<file path="config.mk">
export PLATFORM = sky130hd
export DESIGN_NAME = serial_prefetcher
export DESIGN_NICKNAME = d
export VERILOG_FILES = /design/src/rtl/serial_prefetcher.sv
export SDC_FILE = /design/constraint.sdc
export NUM_CORES = 1
export LEC_CHECK = 0
export CAP_MARGIN = 5
export CORE_ASPECT_RATIO = 0.6
export CORE_MARGIN = 2
export CORE_UTILIZATION = 45
export CTS_CLUSTER_DIAMETER = 100
export DETAILED_ROUTE_END_ITERATION = 8
export PLACE_DENSITY_LB_ADDON = 0.12
export SLEW_MARGIN = 40
export SYNTH_ARGS = -nofsm -noshare
export SYNTH_HDL_FRONTEND = slang
export SYNTH_SLANG_ARGS = --single-unit
</file>
<file path="constraint.sdc">
create_clock -name clk -period 3.8 [get_ports clk]
set_input_delay 0.76 -clock clk [delete_from_list [all_inputs] [get_ports clk]]
set_output_delay 0.76 -clock clk [all_outputs]
set_load 0.03 [all_outputs]
</file>
<file path="src/rtl/serial_prefetcher.sv">
// Serial instruction prefetcher: issues fetch commands over a narrow serial link,
// reassembles returned words into a small queue and discards stale words after a redirect.
module serial_prefetcher #(
  parameter int IO_BITS = 2,
  parameter int PAYLOAD_CYCLES = 8,
  parameter int DEPTH = 2,
  localparam int W = IO_BITS * PAYLOAD_CYCLES,
  parameter logic [W-1:0] PC_RESET = 16'hfffc
) (
  input  logic               clk,
  input  logic               reset,
  output logic [W-1:0]       inst_o,
  output logic               inst_valid_o,
  input  logic               inst_done_i,
  input  logic               redirect_i,
  input  logic [W-1:0]       redirect_pc_i,
  output logic               tx_cmd_valid_o,
  input  logic               tx_cmd_started_i,
  output logic [IO_BITS-1:0] tx_data_o,
  input  logic               tx_data_next_i,
  input  logic               rx_data_valid_i,
  input  logic [IO_BITS-1:0] rx_pins_i,
  input  logic               rx_done_i,
  output logic [W-1:0]       pc_o,
  output logic [3:0]         outstanding_o,
  output logic               discarding_o
);

  localparam int PTR_W = (DEPTH > 1) ? $clog2(DEPTH) : 1;
  localparam int INC = W / 8;

  logic [W-1:0]     mem_q [DEPTH];
  logic [PTR_W-1:0] rdPtr_q, rdPtr_d, wrPtr_q, wrPtr_d;
  logic [3:0]       count_q, count_d;
  logic [3:0]       outstanding_q, outstanding_d;
  logic [3:0]       discardCnt_q, discardCnt_d;
  logic [W-1:0]     pc_q, pc_d;
  logic [W-1:0]     addrShift_q, addrShift_d;
  logic [W-1:0]     assembler_q, assembler_d;
  logic [W-1:0]     rxWord;
  logic [4:0]       credit;
  logic             push, pop, retire;

  function automatic logic [PTR_W-1:0] nextPtr(input logic [PTR_W-1:0] p);
    return (p == PTR_W'(DEPTH - 1)) ? '0 : p + 1'b1;
  endfunction

  // The word being completed already includes the beat on the pins this cycle.
  assign rxWord = {rx_pins_i, assembler_q[W-1:IO_BITS]};

  always_comb begin
    credit         = {1'b0, count_q} + {1'b0, outstanding_q};
    tx_cmd_valid_o = !reset && !redirect_i && (credit < 5'(DEPTH));
    tx_data_o      = reset ? '0 : addrShift_q[IO_BITS-1:0];
    inst_valid_o   = !reset && (count_q != 4'd0);
    inst_o         = mem_q[rdPtr_q];
  end

  assign pc_o          = pc_q;
  assign outstanding_o = outstanding_q;
  assign discarding_o  = (discardCnt_q != 4'd0);

  always_comb begin
    pop    = inst_done_i && (count_q != 4'd0) && !redirect_i;
    push   = rx_done_i && !redirect_i && (discardCnt_q == 4'd0) &&
             ((count_q < 4'(DEPTH)) || pop);
    retire = rx_done_i && (outstanding_q != 4'd0);

    pc_d          = pc_q;
    addrShift_d   = addrShift_q;
    assembler_d   = assembler_q;
    rdPtr_d       = rdPtr_q;
    wrPtr_d       = wrPtr_q;
    count_d       = count_q;
    discardCnt_d  = discardCnt_q;
    outstanding_d = outstanding_q + {3'b0, tx_cmd_started_i} - {3'b0, retire};

    if (rx_data_valid_i) begin
      assembler_d = rxWord;
    end

    // The shifter captures pc on start, so a later redirect cannot disturb the address in flight.
    if (tx_cmd_started_i) begin
      addrShift_d = pc_q;
      pc_d        = pc_q + W'(INC);
    end else if (tx_data_next_i) begin
      addrShift_d = addrShift_q >> IO_BITS;
    end

    if (redirect_i) begin
      pc_d         = redirect_pc_i;
      rdPtr_d      = '0;
      wrPtr_d      = '0;
      count_d      = '0;
      discardCnt_d = outstanding_d;
    end else begin
      if (rx_done_i && (discardCnt_q != 4'd0)) begin
        discardCnt_d = discardCnt_q - 4'd1;
      end
      if (push) begin
        wrPtr_d = nextPtr(wrPtr_q);
      end
      if (pop) begin
        rdPtr_d = nextPtr(rdPtr_q);
      end
      count_d = count_q + {3'b0, push} - {3'b0, pop};
    end
  end

  always_ff @(posedge clk) begin
    if (reset) begin
      pc_q          <= PC_RESET;
      addrShift_q   <= '0;
      rdPtr_q       <= '0;
      wrPtr_q       <= '0;
      count_q       <= '0;
      outstanding_q <= '0;
      discardCnt_q  <= '0;
    end else begin
      pc_q          <= pc_d;
      addrShift_q   <= addrShift_d;
      rdPtr_q       <= rdPtr_d;
      wrPtr_q       <= wrPtr_d;
      count_q       <= count_d;
      outstanding_q <= outstanding_d;
      discardCnt_q  <= discardCnt_d;
    end
  end

  // Assembler and queue storage carry no reset; valid data is tracked by the counters.
  always_ff @(posedge clk) begin
    assembler_q <= assembler_d;
  end

  always_ff @(posedge clk) begin
    if (push && !reset) begin
      mem_q[wrPtr_q] <= rxWord;
    end
  end

endmodule

</file>
==> impl_metrics.json, run 1 <==
{
  "run_status": "completed",
  "finalClockSkew_ps": 5.51,
  "crit_chain": "inv_1 > fa_1 > or4b_2 > nor3_1 > dlygate4sd2_1",
  "critPathMaxStageDelay_ps": 580,
  "antenna_cells": 0,
  "reg2reg_slack_ps": 1400,
  "fmax_ghz": 0.282,
  "cts_root_buf": "clkbuf_16",
  "io-pin-count": 67,
  "cts_sinks": 93,
  "post_cts_buffers": 0,
  "setup_violations": 0,
  "slew_headroom_pct": 49.1,
  "final_cell_area_um2": 5250,
  "drive_gt1_share_pct": 11.5,
  "worst_ep_required_time_ps": 3040,
  "yosysSeqAreaShare_pct": 55.6,
  "grt-ovfl-total": 0,
  "place_ws_ps": 312,
  "rsz0062_at_grt": "false",
  "leakage_nw": 1.96,
  "power_mw": 2.78,
  "synth_ff_type": "dfxtp_1",
  "cts.htree.levels": 3,
  "grt_pass1_wl_um": 14700,
  "hold_viol": 0,
  "crit_family": "simple AND/OR/NAND/NOR gates",
  "via_per_inst": 5.30,
  "fin_crit_sh_pct": 93.4,
  "path_class": "reg -> out",
  "avgSynthCellArea_um2": 11.2,
  "syn2layout_area_growth_pct": 25.6,
  "ys_warn_count": 0,
  "layout_common_cells": "64 x clkdlybuf4s50_1, 47 x dfxtp_1, 46 x edfxtp_1",
  "drt-initial-drc-count": 173,
  "cp_num_cells": 5,
  "antenna_found_initial": 0,
  "final.min_clock_period_ps": 3550,
  "core_um2": 9090,
  "drc_errors": 0,
  "maxCapViolCount": 0,
  "die_h_um": 78.7,
  "path_buf_inv": 2,
  "synthCells": 372,
  "numPortBuffers": 66,
  "dieArea_um2": 10100,
  "setup_slack_ps": 253,
  "worst-r2r-cell-count": 11,
  "synth_area_um2": 4180,
  "grt_pass1_vias": 2831,
  "ant_nets": 0,
  "start_util_pct": 46.0,
  "die-width_um": 128,
  "grt_max_degree": 39,
  "slowest_stage": "or4b_2",
  "vias": 2960,
  "gp_congestion": 0.834,
  "cp_max_fo": 7,
  "whs_path_depth": 0,
  "ir_worst_vdd_v": 0.000372,
  "synth_edf_count": 46,
  "hold_path_class": "reg -> reg",
  "cp-start-kind": "register",
  "place_area_um2": 4980,
  "async_flop_share_pct": 0,
  "utilization_pct": 57.8,
  "drv_slew": 0,
  "synth_seq_cells": 93,
  "place_hpwl_um": 6570,
  "synthesis.nets": 417,
  "layout_commonest_cell": "clkdlybuf4s50_1",
  "clk_pin_slew_ps": 60,
  "synthDistinctLibCells": 47,
  "nets": 483,
  "rows": 27,
  "n_fill_cell": 768,
  "first_pass_iters": 4,
  "endpoint_kind": "primary output",
  "clock_path_buffers": 2,
  "critPathArrivalTime_ps": 2790,
  "grt.total_usage_pct": 19.3,
  "routed_wl_um": 9260,
  "tns_ps": 0,
  "worstMarginPinSlew_ps": 762,
  "post_drt_wl_per_cell_um": 16.6,
  "p_per_area_nw_per_um2": 530,
  "cts_made_buffers": 9,
  "clk_latency_ps": 330,
  "tritoncts": "yes"
}
==> where the power goes <==
group | switching (mW) | total, mW | leakage [nW] | internal, mW
clock network | 0.358 | 0.818 | 0.130 | 0.459
logic | 0.406 | 0.742 | 1.02 | 0.336
registers | 0.0784 | 1.22 | 0.814 | 1.15
total | 0.842 | 2.78 | 1.96 | 1.94
==> timing repair <==
| item | in CTS | in global routing |
|---|---|---|
| hold buffers | 0 | 0 |
| gates resized for setup | 1 | 0 |
| endpoints found under the setup margin | 1 | 0 |
==> worst paths after layout <==
kind / start / to
setup / recovery: count_q[1] / tx_cmd_valid_o
hold / removal: assembler_q[2] / mem_q[1][0]
setup reg to reg: count_q[2] / count_q[2]
hold reg to reg: assembler_q[2] / mem_q[1][0]
==> layer usage <==
metal	global-route usage [%]	vias up	part of all wire, %
met5	0	-	0
met4	5.27	0	0.94
met3	5.73	8	7.4
met2	26.0	78	40
met1	29.8	1401	51
li1	-	1473	-
==> cell type report <==
class                           count  area, um^2  share of cell area (%)
Clock buffer                       12         246                    4.70
Clock inverter                      4        25.0                   0.477
Inverter                           19        71.3                    1.36
Multi-Input combinational cell    241        1720                    32.8
Sequential cell                    93        2320                    44.2
Tap cell                          116         145                    2.77
Timing Repair Buffer               74         714                    13.6
==> flip-flops by register name (all words and copies together), names as in the netlist, named ones only <==
register / flops
mem_q: 32
addrShift_q: 16
pc_o: 16
assembler_q: 14
count_q: 4
discardCnt_q: 4
outstanding_o: 4
rdPtr_q: 1
wrPtr_q: 1
==> synth_stat cells (all sizes together), types with 7 or more instances <==
cell type  count  area (um^2)
a21oi         20          100
dfxtp         47          941
ha            16          200
nand3          7         35.0
nor4           7         43.8
inv           18         67.6
nand2         21         78.8
nor2          44          165
o21ai          7         35.0
xnor2          9         78.8
edfxtp        46         1380
nor3b          7         52.6
clkbuf        13         48.8
mux2          18          203
mux2i         17          170
nor3          12         60.1
==> cell families (layout without fill, tap and decap cells) <==
| group | Yosys count | count (layout) | share of synthesized area, % |
|---|---|---|---|
| AOI/OAI and AO/OA | 52 | 52 | 8.08 |
| xor gates and xnor gates | 14 | 14 | 2.93 |
| and+or+nand+nor | 121 | 121 | 14.8 |
| DFF | 93 | 93 | 55.6 |
| muxes | 35 | 35 | 8.92 |
| buffers and inverters | 38 | 109 | 3.44 |
| adders and majority gates | 19 | 19 | 6.23 |
==> per-stage QoR <==
step,instances,hold slack [ps]
2_1_floorplan,372,421
3_3_place_gp,543,423
3_5_place_dp,543,430
4_1_cts,559,442
5_1_grt,559,451
6_report,559,443
(Power assumes the default switching activity.)
==> inputs of run 2 (changes only) <==
Settings changed: CORE_MARGIN 2 to not set.
==> impl_metrics.json, run 2 (same netlist as run 1, synthesis figures left out) <==
{
  "run_status": "completed",
  "grt-ovfl-total": 0,
  "layout_commonest_cell": "clkdlybuf4s50_1",
  "numPortBuffers": 66,
  "place_hpwl_um": 6570,
  "core_um2": 8750,
  "path_class": "reg -> out",
  "p_sw_uw": 856,
  "critPathMaxStageDelay_ps": 580,
  "switching_share_pct": 29.9,
  "final.min_clock_period_ps": 3510,
  "finalClockSkew_ps": 7.71,
  "endpoint_kind": "primary output",
  "cts_root_buf": "clkbuf_16",
  "clk_latency_ps": 340,
  "utilization_pct": 60.3,
  "grt_max_degree": 41,
  "slowest_stage": "or4b_2",
  "hold_end": "mem_q[0][0]",
  "drc_errors": 0,
  "worst-r2r-cell-count": 11,
  "cts_made_buffers": 9,
  "routed_wl_um": 9380,
  "syn2layout_area_growth_pct": 26.1,
  "crit_chain": "inv_1 > fa_1 > or4b_2 > nor3_1 > dlygate4sd2_1",
  "cts.htree.levels": 3,
  "largest_reg_flops": 32,
  "slew_headroom_pct": 46.5,
  "cts_resized": 1,
  "min_from": "assembler_q[2]",
  "clockPowerShare_pct": 31.2,
  "drv_slew": 0,
  "power_mw": 2.86,
  "vias": 3006,
  "antenna_found_initial": 0,
  "cp_max_fo": 7,
  "whs_path_depth": 0,
  "p_per_area_nw_per_um2": 543,
  "worst_ep_required_time_ps": 3040,
  "cts_sinks": 93,
  "antenna_cells": 0,
  "fin_crit_sh_pct": 92.3,
  "crit_family": "simple AND/OR/NAND/NOR gates",
  "leakage_nw": 1.98,
  "rows": 26,
  "ir_worst_vdd_v": 0.000500,
  "whs_ps": 460,
  "clock_path_buffers": 2,
  "fmax_ghz": 0.285,
  "via_per_inst": 5.42,
  "path_buf_inv": 2,
  "place_ws_ps": 351,
  "post_cts_buffers": 0,
  "grt_pass1_wl_um": 15000,
  "critPathArrivalTime_ps": 2750,
  "crit_start": "count_q[1]",
  "hold_path_class": "reg -> reg",
  "gp_congestion": 0.807,
  "maxCapViolCount": 0,
  "nets": 483,
  "clk_pin_slew_ps": 60,
  "start_util_pct": 47.8,
  "p_int_mw": 2.01,
  "drt-initial-drc-count": 193,
  "hold_viol": 0,
  "layout_common_cells": "64 x clkdlybuf4s50_1, 47 x dfxtp_1, 46 x edfxtp_1",
  "reg2reg_to": "count_q[2]",
  "cp-start-kind": "register",
  "tns_ps": 0,
  "die_h_um": 76.7,
  "io-pin-count": 67,
  "n_fill_cell": 721,
  "rsz0062_at_grt": "false",
  "die-width_um": 126,
  "first_pass_iters": 5,
  "cts.hold.buffers_added": 0,
  "reg2reg_slack_ps": 1460,
  "setup_violations": 0,
  "grt.total_usage_pct": 20.6,
  "worstMarginPinSlew_ps": 801,
  "grt_pass1_vias": 2805,
  "combPwrFrac_pct": 26.0,
  "top_register": "mem_q",
  "tritoncts": "yes",
  "ant_nets": 0,
  "setup_slack_ps": 291,
  "drive_gt1_share_pct": 12.0,
  "reg2reg_from": "count_q[2]",
  "seq_power_share_pct": 42.8,
  "dieArea_um2": 9690,
  "post_drt_wl_per_cell_um": 16.9
}
==> run 2: area by class of cell <==
| cell class | instances | area [um^2] | share of cell area (%) |
|---|---|---|---|
| clock buffer | 10 | 239 | 4.53 |
| tap | 112 | 140 | 2.66 |
| inverter | 19 | 71.3 | 1.35 |
| clock inverter | 6 | 61.3 | 1.16 |
| multi-input combinational | 241 | 1720 | 32.7 |
| sequential | 93 | 2320 | 44.0 |
| timing repair buffer | 74 | 714 | 13.6 |
==> run 2: worst max path at each step <==
stage | slack, ps | cells after the start | to
6_report | 290 | 5 | tx_cmd_valid_o
5_1_grt | 150 | 5 | tx_cmd_valid_o
4_1_cts | 270 | 5 | tx_cmd_valid_o
3_5_place_dp | 350 | 5 | tx_cmd_valid_o
3_3_place_gp | 370 | 5 | tx_cmd_valid_o
2_1_floorplan | 510 | 4 | tx_cmd_valid_o
==> run 2: power by group through the flow <==
stage / clock network (mW) / logic (mW) / registers (mW)
4_1_cts: 0.915 / 0.746 / 1.23
3_5_place_dp: 0 / 0.740 / 1.24
2_1_floorplan: 0 / 0.451 / 1.28
3_3_place_gp: 0 / 0.731 / 1.24
6_report: 0.893 / 0.743 / 1.23
5_1_grt: 0.954 / 0.818 / 1.24
==> run 2: stage by stage <==
stage | std cells | cell area, um^2
2_1_floorplan | 372 | 4180
3_3_place_gp | 539 | 4980
3_5_place_dp | 539 | 4980
4_1_cts | 555 | 5280
5_1_grt | 555 | 5270
6_report | 555 | 5270
==> run 2: worst reg2reg max path: stages (launching register included) <==
cell	delay [ps]
dfxtp_1	320
inv_1	110
ha_1	200
nor3b_1	390
nand3_1	120
o21ai_0	90
a32o_1	190
ha_1	180
inv_1	60
fa_1	370
xor2_1	160
nor2_1	50
==> run 2: metal layers <==
layer | part of all wire (%) | GRT usage [%] | vias up
li1 | - | - | 1476
met1 | 54 | 32.9 | 1436
met2 | 39 | 26.4 | 84
met3 | 6.0 | 5.09 | 10
met4 | 0.95 | 6.75 | 0
met5 | 0 | 0 | -
==> inputs of run 3 (changes only) <==
Settings changed: SKIP_CTS_REPAIR_TIMING set to 1.
==> impl_metrics.json, run 3 (same netlist as run 1, synthesis figures left out) <==
{
  "run_status": "completed",
  "hold_end": "mem_q[0][0]",
  "path_buf_inv": 2,
  "clock_path_buffers": 2,
  "fin_crit_sh_pct": 90.0,
  "endpoint_kind": "primary output",
  "grt_max_degree": 41,
  "gp_congestion": 0.807,
  "slowest_stage": "or4b_2",
  "place_hpwl_um": 6570,
  "whs_ps": 460,
  "utilization_pct": 60.3,
  "fmax_ghz": 0.293,
  "via_per_inst": 5.39,
  "critPathArrivalTime_ps": 2660,
  "antenna_found_initial": 0,
  "critPathMaxStageDelay_ps": 580,
  "worstMarginPinSlew_ps": 807,
  "place_area_um2": 4980,
  "nets": 483,
  "crit_family": "simple AND/OR/NAND/NOR gates",
  "dieArea_um2": 9690,
  "cp_max_fo": 7,
  "tritoncts": "yes",
  "ant_nets": 0,
  "die-width_um": 126,
  "vias": 2989,
  "post_drt_wl_per_cell_um": 16.9,
  "setup_violations": 0,
  "worst-r2r-cell-count": 9,
  "reg2reg_from": "discardCnt_q[0]",
  "finalClockSkew_ps": 5.92,
  "final_cell_area_um2": 5280,
  "worst_ep_required_time_ps": 3040,
  "leakage_nw": 1.99,
  "cts_root_buf": "clkbuf_16",
  "clk_latency_ps": 340,
  "maxCapViolCount": 0,
  "hold_path_class": "reg -> reg",
  "numPortBuffers": 66,
  "min_from": "assembler_q[2]",
  "path_class": "reg -> out",
  "drive_gt1_share_pct": 12.0,
  "drv_slew": 0,
  "cts.htree.levels": 3,
  "cts_sinks": 93,
  "syn2layout_area_growth_pct": 26.2,
  "die_h_um": 76.7,
  "setup_slack_ps": 382,
  "tns_ps": 0,
  "crit_chain": "inv_1 > fa_1 > or4b_2 > nor3_1 > dlymetal6s2s_1",
  "hold_viol": 0,
  "final-instance-count-excl-fill": 555,
  "first_pass_iters": 4,
  "grt.total_usage_pct": 20.6,
  "clk_pin_slew_ps": 60,
  "cp-start-kind": "register",
  "place_inst": 539,
  "grt-ovfl-total": 0,
  "power_mw": 2.86,
  "grt_pass1_vias": 2805,
  "reg2reg_slack_ps": 1470,
  "ir_worst_vdd_v": 0.000442,
  "whs_path_depth": 0,
  "layout_common_cells": "64 x clkdlybuf4s50_1, 47 x dfxtp_1, 46 x edfxtp_1",
  "grt_pass1_wl_um": 15000,
  "layout_commonest_cell": "clkdlybuf4s50_1",
  "rows": 26,
  "core_um2": 8750,
  "io-pin-count": 67,
  "rsz0062_at_grt": "false",
  "place_ws_ps": 351,
  "largest_reg_flops": 32,
  "n_fill_cell": 723,
  "final.min_clock_period_ps": 3420,
  "slew_headroom_pct": 46.1,
  "drt-initial-drc-count": 195,
  "cts_made_buffers": 9,
  "top_register": "mem_q",
  "antenna_cells": 0,
  "routed_wl_um": 9370,
  "p_per_area_nw_per_um2": 542,
  "reg2reg_to": "count_q[3]",
  "start_util_pct": 47.8,
  "drc_errors": 0
}
run 3: worst max path at each step:
stage	start	to	slack, ps	depth (start not counted)
2_1_floorplan	outstanding_o[1]	tx_cmd_valid_o	510	4
3_3_place_gp	count_q[1]	tx_cmd_valid_o	370	5
3_5_place_dp	count_q[1]	tx_cmd_valid_o	350	5
4_1_cts	count_q[1]	tx_cmd_valid_o	-30	5
5_1_grt	count_q[1]	tx_cmd_valid_o	250	5
6_report	count_q[1]	tx_cmd_valid_o	380	5
run 3: layout make-up:
class / count / area, um^2 / area share (%)
clock inverters: 6 / 61.3 / 1.16
inverters: 19 / 71.3 / 1.35
repair buffers: 74 / 718 / 13.6
clock buffers: 10 / 239 / 4.53
well taps: 112 / 140 / 2.66
multi-input cells: 241 / 1720 / 32.7
flip-flops and latches: 93 / 2320 / 44.0
run 3: metal layers:
metal	track usage (%)	part of all wire, %	vias to the layer above
met4	6.75	0.76	0
met5	0	0	-
met1	32.9	54	1427
li1	-	-	1474
met3	5.09	6.2	7
met2	26.4	39	81
run 3: power by group:
group          switching, mW  internal (mW)  leakage (nW)  total (mW)
sequential            0.0807           1.15         0.814        1.23
combinational          0.408          0.336          1.03       0.744
clock                  0.366          0.526         0.146       0.891
